[src/rtl/ks_correction_sequencer.sv]
// Sequencer for the 16-bit fault-tolerant Kogge-Stone correction datapath.
// Define KS_SEQ_FAULT_CNT_EN to build the saturating fault_count register.
module ks_correction_sequencer #(
    parameter int unsigned FAULT_CNT_W = 8
) (
    input  logic                   clk,
    input  logic                   rst,
    input  logic                   req_valid,
    output logic                   req_ready,
    input  logic [15:0]            req_a,
    input  logic [15:0]            req_b,
    input  logic                   req_cin,
    input  logic                   req_correct,
    output logic [15:0]            op_a,
    output logic [15:0]            op_b,
    output logic                   op_cin,
    output logic [1:0]             slice_sel,
    output logic                   slice_en,
    output logic                   dp_cin,
    input  logic [3:0]             dp_slice_sum,
    input  logic                   dp_slice_carry,
    input  logic                   dp_fault,
    input  logic [15:0]            dp_raw_sum,
    input  logic                   dp_raw_cout,
    output logic                   rsp_valid,
    input  logic                   rsp_ready,
    output logic [15:0]            rsp_sum,
    output logic                   rsp_cout,
    output logic [3:0]             rsp_fault_mask,
    output logic [FAULT_CNT_W-1:0] fault_count
);

    typedef enum logic [1:0] {
        IDLE,
        CHECK,
        RAW,
        RESP
    } state_t;

    state_t state;
    logic   carry_q;
    logic   raw_wait;

    assign req_ready = (state == IDLE) && !rst;
    assign dp_cin    = (slice_sel == 2'd0) ? op_cin : carry_q;

    always_ff @(posedge clk) begin
        if (rst) begin
            state          <= IDLE;
            op_a           <= '0;
            op_b           <= '0;
            op_cin         <= 1'b0;
            slice_sel      <= '0;
            slice_en       <= 1'b0;
            carry_q        <= 1'b0;
            raw_wait       <= 1'b0;
            rsp_valid      <= 1'b0;
            rsp_sum        <= '0;
            rsp_cout       <= 1'b0;
            rsp_fault_mask <= '0;
        end else begin
            case (state)
                IDLE: begin
                    if (req_valid) begin
                        op_a           <= req_a;
                        op_b           <= req_b;
                        op_cin         <= req_cin;
                        rsp_fault_mask <= '0;
                        slice_sel      <= '0;
                        carry_q        <= 1'b0;
                        if (req_correct) begin
                            state    <= CHECK;
                            slice_en <= 1'b1;
                        end else begin
                            state    <= RAW;
                            raw_wait <= 1'b1;
                        end
                    end
                end
                CHECK: begin
                    rsp_sum[{slice_sel, 2'b00} +: 4] <= dp_slice_sum;
                    rsp_fault_mask[slice_sel]        <= dp_fault;
                    carry_q                          <= dp_slice_carry;
                    slice_sel                        <= slice_sel + 2'd1;
                    if (slice_sel == 2'd3) begin
                        rsp_cout  <= dp_slice_carry;
                        slice_en  <= 1'b0;
                        rsp_valid <= 1'b1;
                        state     <= RESP;
                    end
                end
                RAW: begin
                    // First RAW cycle lets the full carry tree settle on the newly latched operands.
                    if (raw_wait) begin
                        raw_wait <= 1'b0;
                    end else begin
                        rsp_sum        <= dp_raw_sum;
                        rsp_cout       <= dp_raw_cout;
                        rsp_fault_mask <= '0;
                        rsp_valid      <= 1'b1;
                        state          <= RESP;
                    end
                end
                RESP: begin
                    if (rsp_ready) begin
                        rsp_valid <= 1'b0;
                        state     <= IDLE;
                    end
                end
                default: state <= IDLE;
            endcase
        end
    end

`ifdef KS_SEQ_FAULT_CNT_EN
    logic [FAULT_CNT_W-1:0] fault_cnt_q;

    always_ff @(posedge clk) begin
        if (rst) begin
            fault_cnt_q <= '0;
        end else if ((state == CHECK) && dp_fault && (fault_cnt_q != '1)) begin
            fault_cnt_q <= fault_cnt_q + FAULT_CNT_W'(1);
        end
    end

    assign fault_count = fault_cnt_q;
`else
    assign fault_count = '0;
`endif

endmodule

[config.mk]
export PLATFORM = sky130hd
export DESIGN_NAME = ks_correction_sequencer
export DESIGN_NICKNAME = d
export VERILOG_FILES = /design/src/rtl/ks_correction_sequencer.sv
export SDC_FILE = /design/constraint.sdc
export NUM_CORES = 1
export LEC_CHECK = 0
export CAP_MARGIN = 20
export CORE_UTILIZATION = 38
export CTS_BUF_LIST = sky130_fd_sc_hd__clkbuf_16
export DETAILED_ROUTE_END_ITERATION = 10
export PLACE_DENSITY = 0.75
export SLEW_MARGIN = 15
export SYNTH_ARGS = -nofsm -noshare
export SYNTH_HDL_FRONTEND = slang
export SYNTH_SLANG_ARGS = --single-unit
[constraint.sdc]
create_clock -name clk -period 2.28 [get_ports clk]
set_clock_uncertainty 0.1 [all_clocks]
set_input_delay 0.342 -clock clk [delete_from_list [all_inputs] [get_ports clk]]
set_output_delay 0.342 -clock clk [all_outputs]
set_load 0.01 [all_outputs]
Yosys cells after proc, flatten, opt, wreduce, memory -nomap -nowiden
Index checks and enable logic that the tools add are counted.
{ "classes": {"add_sub_neg": 2, "n_lt_le_gt_ge": 2, "n_eq_ne": 10, "shifts": 2, "n_mux": 34, "n_reduce_logical": 19} }
{ "ops": {"columns": ["op", "n"], "rows": [
  ["one-hot mux 16 bit (2 select lines)", 1],
  ["bitwise mux 16 bit", 1],
  ["2-to-1 mux 16 bit", 1],
  ["variable shift 4 x 6 -> 16 bit, first input constant", 1],
  ["indexed part select 4 x 6 -> 16 bit", 1],
  ["2-to-1 mux 1 bit", 13],
  ["2-to-1 mux 2 bit", 6],
  ["inequality test 2 bit, second input constant", 6],
  ["one-hot mux 4 bit (3 select lines)", 1],
  ["AND reduction 4 bit", 3],
  ["AND reduction 3 bit", 3],
  ["2-to-1 mux 4 bit", 2],
  ["one-hot mux 1 bit (2 select lines)", 4],
  ["one-hot mux 2 bit (4 select lines)", 1],
  ["== test 2 bit, second input constant", 3],
  ["negator 4 -> 6 bit", 1],
  ["AND reduction 2 bit", 3],
  ["nonzero test 2 bit", 3],
  ["nonzero test 3 bit", 2],
  ["bitwise mux 4 bit", 1],
  ["zero test 2 bit", 2],
  ["one-hot mux 2 bit (2 select lines)", 1],
  ["< comparator 2 x 3 -> 1 bit, second input constant", 1],
  ["one-hot mux 1 bit (3 select lines)", 1],
  ["other kinds (6)", 7]
]} }
{ "word_totals": {"ff_bits": 62, "in_bits": 61, "out_inout_bits": 68} }

Longest topological paths before layout
Gate-level depths: netlist (run 1).
{ "depth": {"word_depth": 6, "mapped_depth": 8, "mapped_depth_nobuf": 6} }

Least setup slack after synthesis (run 1)
Ideal clock, no wire load.
{ "synth_timing": {"kind": "register -> register", "startpoint": "register slice_sel[0]", "endpoint": "register rsp_sum[0]", "arrival_time_ns": 1.541, "required_time_ns": 2.057, "setup_slack_ns": 0.516, "path_stages_with_launch": 7, "path_buffers": 0, "synth_period_minus_slack_ns": 1.764, "path_cell_list": "dfxtp_1 -> inv_1 -> ha_1 -> nor2b_1 -> and3_1 -> a221oi_1 -> nor2_1"} }
{ "synth_between": {"elab_chain_len": 4} }
{ "synth_rtl": {"columns": ["element", "line_no", "text"], "rows": [
  ["start: declaration", "17", "output logic [1:0] slice_sel,"],
  ["start signal: assignment", "84", "slice_sel <= slice_sel + 2'd1;"],
  ["negator 4 -> 6 bit *", "81", "rsp_sum[{slice_sel, 2'b00} +: 4] <= dp_slice_sum;"],
  ["indexed part select 4 x 6 -> 16 bit or variable shift 4 x 6 -> 16 bit (tied branches)", "81", null],
  ["bitwise mux 16 bit *", "81", null],
  ["one-hot mux 16 bit (2 select lines) *", "62", "case (state)"],
  ["end signal: indexed assignment", "81", null],
  ["end signal: assignment", "97", "rsp_sum <= dp_raw_sum;"],
  ["end: declaration", "27", "output logic [15:0] rsp_sum,"]
]} }
Mark *: on every way between the ends. The rest lies on a longest branch, timed or not.
A chain may end at the register's enable or synchronous reset.

Worst setup path in the final report (run 1)
{ "layout_timing": {"startpoint": "register slice_sel[0]", "endpoint": "output dp_cin"} }
{ "layout_between": {"elab_chain_len": 2} }
{ "layout_rtl": {"columns": ["element", "line_no", "text"], "rows": [
  ["zero test 2 bit", "45", "assign dp_cin = (slice_sel == 2'd0) ? op_cin : carry_q;"],
  ["2-to-1 mux 1 bit", "45", null],
  ["end: declaration", "19", "output logic dp_cin,"]
]} }
No other way between the ends.

==> flow_summary.json, run 1 <==
{
  "run_status": "finished, final reports clean",
  "synth-edff-count": 0,
  "synth_top_area_cell": "dfxtp_1",
  "cp-end-kind": "output pin",
  "finalCritPeriodShare": 0.923,
  "num_antenna_cells": 0,
  "globalplace.congestion": 0.850,
  "fp.dieW_um": 87.7,
  "routedWlPerCell_um": 13.4,
  "finalNetCount": 523,
  "ctsHoldBuffers": 0,
  "tns_ps": 0,
  "drtIter0Drc": 82,
  "ios": 129,
  "fp.dieH_um": 87.7,
  "num_vias": 2740,
  "port_buffers": 120,
  "ys_warn_count": 0,
  "clkSinkCount": 62,
  "rsz0062_at_grt": "no",
  "criticalPathCategory": "reg -> out",
  "grt_usage": 0.200,
  "postLayoutCoreUtil": 0.618,
  "fin_crit_ps": 2100,
  "start_util": 0.401,
  "cts.clk_slew.worst_paths_ps": 50,
  "cts_made_buffers": 9,
  "synthMostInstantiatedCell": "nand2_1",
  "synth.distinct_cells": 37,
  "path_cells": "inv_1 -> ha_2 -> mux2_2 -> dlygate4sd2_1",
  "power.leakage_nw": 1.67,
  "worst_path_max_delay_cell": "mux2_2",
  "die-area_mm2": 0.00768,
  "maxCapViolations": 0,
  "antenna_left": 0,
  "ctsResizeCount": 4,
  "fmax_mhz": 475,
  "synth_cells": 333,
  "dp_worst_setup_slack_ps": 238,
  "crit_family": "buffers and inverters",
  "critical_path_arrival_ps": 1660,
  "syn_area_mm2": 0.00279,
  "path_buf_inv": 2,
  "htree_levels": 3,
  "antenna_found_initial": 0,
  "tritoncts": "done",
  "viasPerCell": 4.97,
  "insertion_delay_ps": 320,
  "core_mm2": 0.00694,
  "hold_path.class": "reg -> reg",
  "syn_avg_cell_area_um2": 8.37,
  "grt_pass1_vias": 2580,
  "rows": 30,
  "cts_max_path_buffers": 2,
  "power.total_mw": 4.67,
  "ir_worst_vdd_uv": 537,
  "crit_path_max_incr_delay_ps": 340,
  "grt_pass1_wl_um": 12000,
  "cp-start-kind": "register",
  "yosysSeqAreaShare": 0.445,
  "cts-root-buf": "clkbuf_16",
  "grt_start_max_net_pins": 34,
  "ys_ff_latch": 62,
  "power.density_mw_per_mm2": 1090,
  "area_growth_pct": 53.9,
  "synth_top_cell_area_share": 0.445,
  "drive_above_1_share": 0.0747,
  "dp.final_hpwl_um": 5330,
  "synthArstFlopShare": 0,
  "slew_violations": 0,
  "synth_common_cells": "nand2_1, dfxtp_1, a21oi_1",
  "drc": 0,
  "setup_ws_ps": 177,
  "cts_setup_buffers": 0,
  "finalSetupViolCount": 0,
  "wirelength_um": 7400,
  "synth.area.top_cells": "dfxtp_1, nand2_1, a21oi_1",
  "crit_fanout": 5,
  "synth_flop_cell": "dfxtp_1",
  "firstDrtPassIters": 4,
  "gr-total-overflow": 0,
  "critical_path_required_ps": 1840,
  "hold_viol_final": 0
}
-- metal layers --
| layer | up-vias | routed length, um | GRT usage |
|---|---|---|---|
| li1 | 1363 | - | - |
| met1 | 1233 | 3200 | 0.238 |
| met2 | 130 | 3150 | 0.303 |
| met3 | 14 | 907 | 0.0961 |
| met4 | 0 | 141 | 0.0939 |
| met5 | - | 0 | 0 |
-- layout by cell type, fill, tap and decap left out, drive strengths merged, types with 9 or more instances in the layout --
cell type      synthesis  layout
o21ai                 24      24
a221oi                16      16
clkdlybuf4s50          0     118
inv                    8       9
dfxtp                 62      62
ha                    11      11
a21oi                 37      37
nand2                 75      75
clkbuf                 9       9
nor2                  29      29
-- report_power, final --
part           leakage (nW)  internal (mW)  switching (mW)
clock                 0.140          0.826           0.456
sequential            0.508           1.33           0.122
combinational          1.03          0.913            1.03
total                  1.67           3.06            1.60
-- layout make-up --
cell class	instances	area (um^2)
Clock buffer	9	225
Clock inverter	6	55.1
Fill cell	578	2650
Inverter	8	30.0
Multi-Input combinational cell	243	1360
Sequential cell	62	1240
Tap cell	96	120
Timing Repair Buffer	127	1250
-- cells by family (layout without fill, tap and decap cells) --
family | count (synthesis) | after routing | share of synthesized area
AND/OR/NAND/NOR | 127 | 127 | 0.197
AO/OA/AOI/OAI | 93 | 93 | 0.215
flip-flops | 62 | 62 | 0.445
buffers and inverters | 35 | 150 | 0.0767
adder cells (fa/ha/maj) | 11 | 11 | 0.0494
multiplexers | 4 | 4 | 0.0153
other | 1 | 8 | 0.00135
-- worst register-to-register path: cells and delay by family, from the launching register on --
family | cells | cell delay [ps]
AO/OA/AOI/OAI | 2 | 360
adder cells (fa/ha/maj) | 1 | 320
buffers and inverters | 2 | 340
flip-flops | 1 | 350
AND/OR/NAND/NOR | 2 | 290
-- metrics by stage --
| stage | cells | area [um^2] | hold WS, ps |
|---|---|---|---|
| 3_3_place_gp | 536 | 4000 | 341 |
| 6_report | 551 | 4290 | 350 |
| 5_1_grt | 551 | 4290 | 372 |
| 3_5_place_dp | 536 | 4000 | 346 |
| 2_1_floorplan | 340 | 2810 | 361 |
| 4_1_cts | 551 | 4290 | 352 |
-- state kept, by name (all words and copies together), names as in the netlist --
| name | flops |
|---|---|
| carry_q | 1 |
| raw_wait | 1 |
| rsp_fault_mask | 4 |
| rsp_cout | 1 |
| rsp_valid | 1 |
| rsp_sum | 16 |
| slice_en | 1 |
| op_a | 16 |
| op_b | 16 |
| state | 2 |
| slice_sel | 2 |
| op_cin | 1 |
-- path summary, 6_finish.rpt --
check / start / end / slack [ps] / cells past startpoint
setup reg to reg: state[0]$_SDFFE_PP0P_ / rsp_sum[10]$_SDFFE_PP0P_ / 390 / 7
setup / recovery: slice_sel[0]$_SDFFE_PP0P_ / dp_cin / 180 / 4
hold / removal: op_b[13]$_SDFFE_PP0P_ / op_b[13]$_SDFFE_PP0P_ / 350 / 2
hold reg to reg: op_b[13]$_SDFFE_PP0P_ / op_b[13]$_SDFFE_PP0P_ / 350 / 2
Note: power is estimated with default switching activity, not from simulation.
==> inputs of run 2 (changes only) <==
--- a/config.mk
+++ b/config.mk
@@ -6,10 +6,11 @@
 export NUM_CORES = 1
 export LEC_CHECK = 0
 export CAP_MARGIN = 20
-export CORE_UTILIZATION = 38
+export CORE_UTILIZATION = 41
 export CTS_BUF_LIST = sky130_fd_sc_hd__clkbuf_16
 export DETAILED_ROUTE_END_ITERATION = 10
-export PLACE_DENSITY = 0.75
+export PLACE_DENSITY = 0.8
+export SETUP_SLACK_MARGIN = 0.2
 export SLEW_MARGIN = 15
 export SYNTH_ARGS = -nofsm -noshare
 export SYNTH_HDL_FRONTEND = slang
==> run 2 against run 1 <==
Compared with the run above: the run now ends with design-rule violations left; via count is 0.73% higher; count of clock-buffer cells in the layout stayed put; global-route usage is 2.4 points higher; register-to-register slack better by 100 ps; worst setup slack better by 97 ps; utilization is 4.4 points higher; fmax is 4.9% higher; sequential share of layout area is 0.072 points higher; first-iteration DRC count is 39% higher; non-clock buffer count is 2 higher.
==> flow_summary.json, run 2 (same netlist as run 1, synthesis figures left out) <==
{
  "run_status": "finished with violations",
  "violations": "design-rule violations",
  "path_buf_inv": 2,
  "drc": 18,
  "final_cell_mix": "clkdlybuf4s50_1, nand2_1, dfxtp_1",
  "grt_use_met2": 0.371,
  "routedWlPerCell_um": 14.6,
  "power.density_mw_per_mm2": 1090,
  "crit_path_max_incr_delay_ps": 330,
  "crit_fanout": 5,
  "ios": 129,
  "cts-root-buf": "clkbuf_16",
  "ctsHoldBuffers": 0,
  "clkSinkCount": 62,
  "tritoncts": "done",
  "htree_levels": 3,
  "power.leakage_nw": 1.66,
  "fillCellCount": 558,
  "hold_viol_final": 0,
  "wirelength_um": 7800,
  "core_mm2": 0.00646,
  "mostFrequentLayoutCell": "clkdlybuf4s50_1",
  "rsz0062_at_grt": "yes",
  "setup_ws_ps": 274,
  "dp_worst_setup_slack_ps": 254,
  "seqCellArea_mm2": 0.00124,
  "viasPerCell": 5.16,
  "ff2ff_setup_slack_ps": 490,
  "fmax_mhz": 498,
  "cp-start-kind": "register",
  "antenna_left": 0,
  "cts.clk_slew.worst_paths_ps": 50,
  "finalSetupViolCount": 0,
  "rows": 29,
  "reg_top3": "op_a: 16 flops, op_b: 16 flops, rsp_sum: 16 flops",
  "area_growth_pct": 53.4,
  "crit_family": "buffers and inverters",
  "multi_input_area_mm2": 0.00139,
  "grt_usage": 0.224,
  "cts_max_path_buffers": 2,
  "start_util": 0.432,
  "tns_ps": 0,
  "critical_path_required_ps": 1840,
  "criticalPathCategory": "reg -> out",
  "gr-total-overflow": 0,
  "grt_pass1_vias": 2619,
  "gr-usage-met3": 0.109,
  "fin_area_mm2": 0.00428,
  "finalCritPeriodShare": 0.880,
  "finalNetCount": 525,
  "hold_path.class": "reg -> reg",
  "cp-end-kind": "output pin",
  "path_cells": "inv_1 -> ha_4 -> mux2_2 -> dlygate4sd2_1",
  "num_antenna_cells": 0,
  "drive_above_1_share": 0.0786,
  "grt_start_max_net_pins": 34,
  "fp.dieW_um": 84.5,
  "hold_slack_ps": 351,
  "insertion_delay_ps": 320,
  "grt_use_met1": 0.255,
  "slew_violations": 0,
  "fp.dieH_um": 84.5,
  "cts_made_buffers": 9,
  "fin_crit_ps": 2010,
  "antenna_found_initial": 0,
  "dp.final_hpwl_um": 5600,
  "maxCapViolations": 0,
  "gr-max-usage-layer": "met2",
  "power.total_mw": 4.64,
  "critical_path_arrival_ps": 1560,
  "die-area_mm2": 0.00713,
  "ir_worst_vdd_uv": 532,
  "place_area_mm2": 0.00400,
  "num_vias": 2760,
  "firstDrtPassIters": 7,
  "drtIter0Drc": 114,
  "worst_path_max_delay_cell": "mux2_2",
  "globalplace.congestion": 0.813,
  "port_buffers": 120,
  "grt_pass1_wl_um": 12600
}
## run 2: layout make-up
| cell class | count | share of cell area |
|---|---|---|
| clock buffers | 9 | 0.0527 |
| clock inverters | 7 | 0.00731 |
| inverters | 8 | 0.00702 |
| multi-input cells | 243 | 0.324 |
| flip-flops and latches | 62 | 0.290 |
| well taps | 77 | 0.0225 |
| repair buffers | 129 | 0.296 |
## run 2: where the power goes
group | switching [mW] | leakage [nW] | internal [mW]
clock | 0.455 | 0.123 | 0.712
combinational | 1.06 | 1.03 | 0.958
sequential | 0.132 | 0.507 | 1.33
total | 1.64 | 1.66 | 3.00
## run 2: repair_timing
item / in CTS / in global routing
endpoints found under the setup margin: 2 / 3
pin swaps: 0 / 0
buffers inserted: 0 / 0
resized for setup: 6 / 3
## run 2: worst register-to-register path, cell delays in order (launching register included)
cell and delay, ps:
dfxtp_1 330, inv_2 100, ha_2 340, nor2b_4 330
o21ai_2 130, a221oi_1 260, nor2_1 80
## run 2: final timing paths
check / start / to / cells after the start
setup / recovery: slice_sel[1]$_SDFFE_PP0P_ / dp_cin / 4
setup reg to reg: state[0]$_SDFFE_PP0P_ / rsp_sum[9]$_SDFFE_PP0P_ / 6
hold reg to reg: op_a[7]$_SDFFE_PP0P_ / op_a[7]$_SDFFE_PP0P_ / 2
hold / removal: op_a[7]$_SDFFE_PP0P_ / op_a[7]$_SDFFE_PP0P_ / 2
## run 2: per-layer routing
metal / share of wire / vias to the layer above / wire, um
met3: 0.12 / 9 / 947
met1: 0.42 / 1260 / 3240
met5: 0 / - / 0
met2: 0.45 / 122 / 3530
li1: - / 1369 / -
met4: 0.011 / 0 / 82
## run 2: per-stage QoR
stage               instances  utilization
finish                    535        0.662
global route              535        0.662
CTS                       535        0.660
detailed placement        519        0.619
global placement          519        0.619
floorplan                 340            -
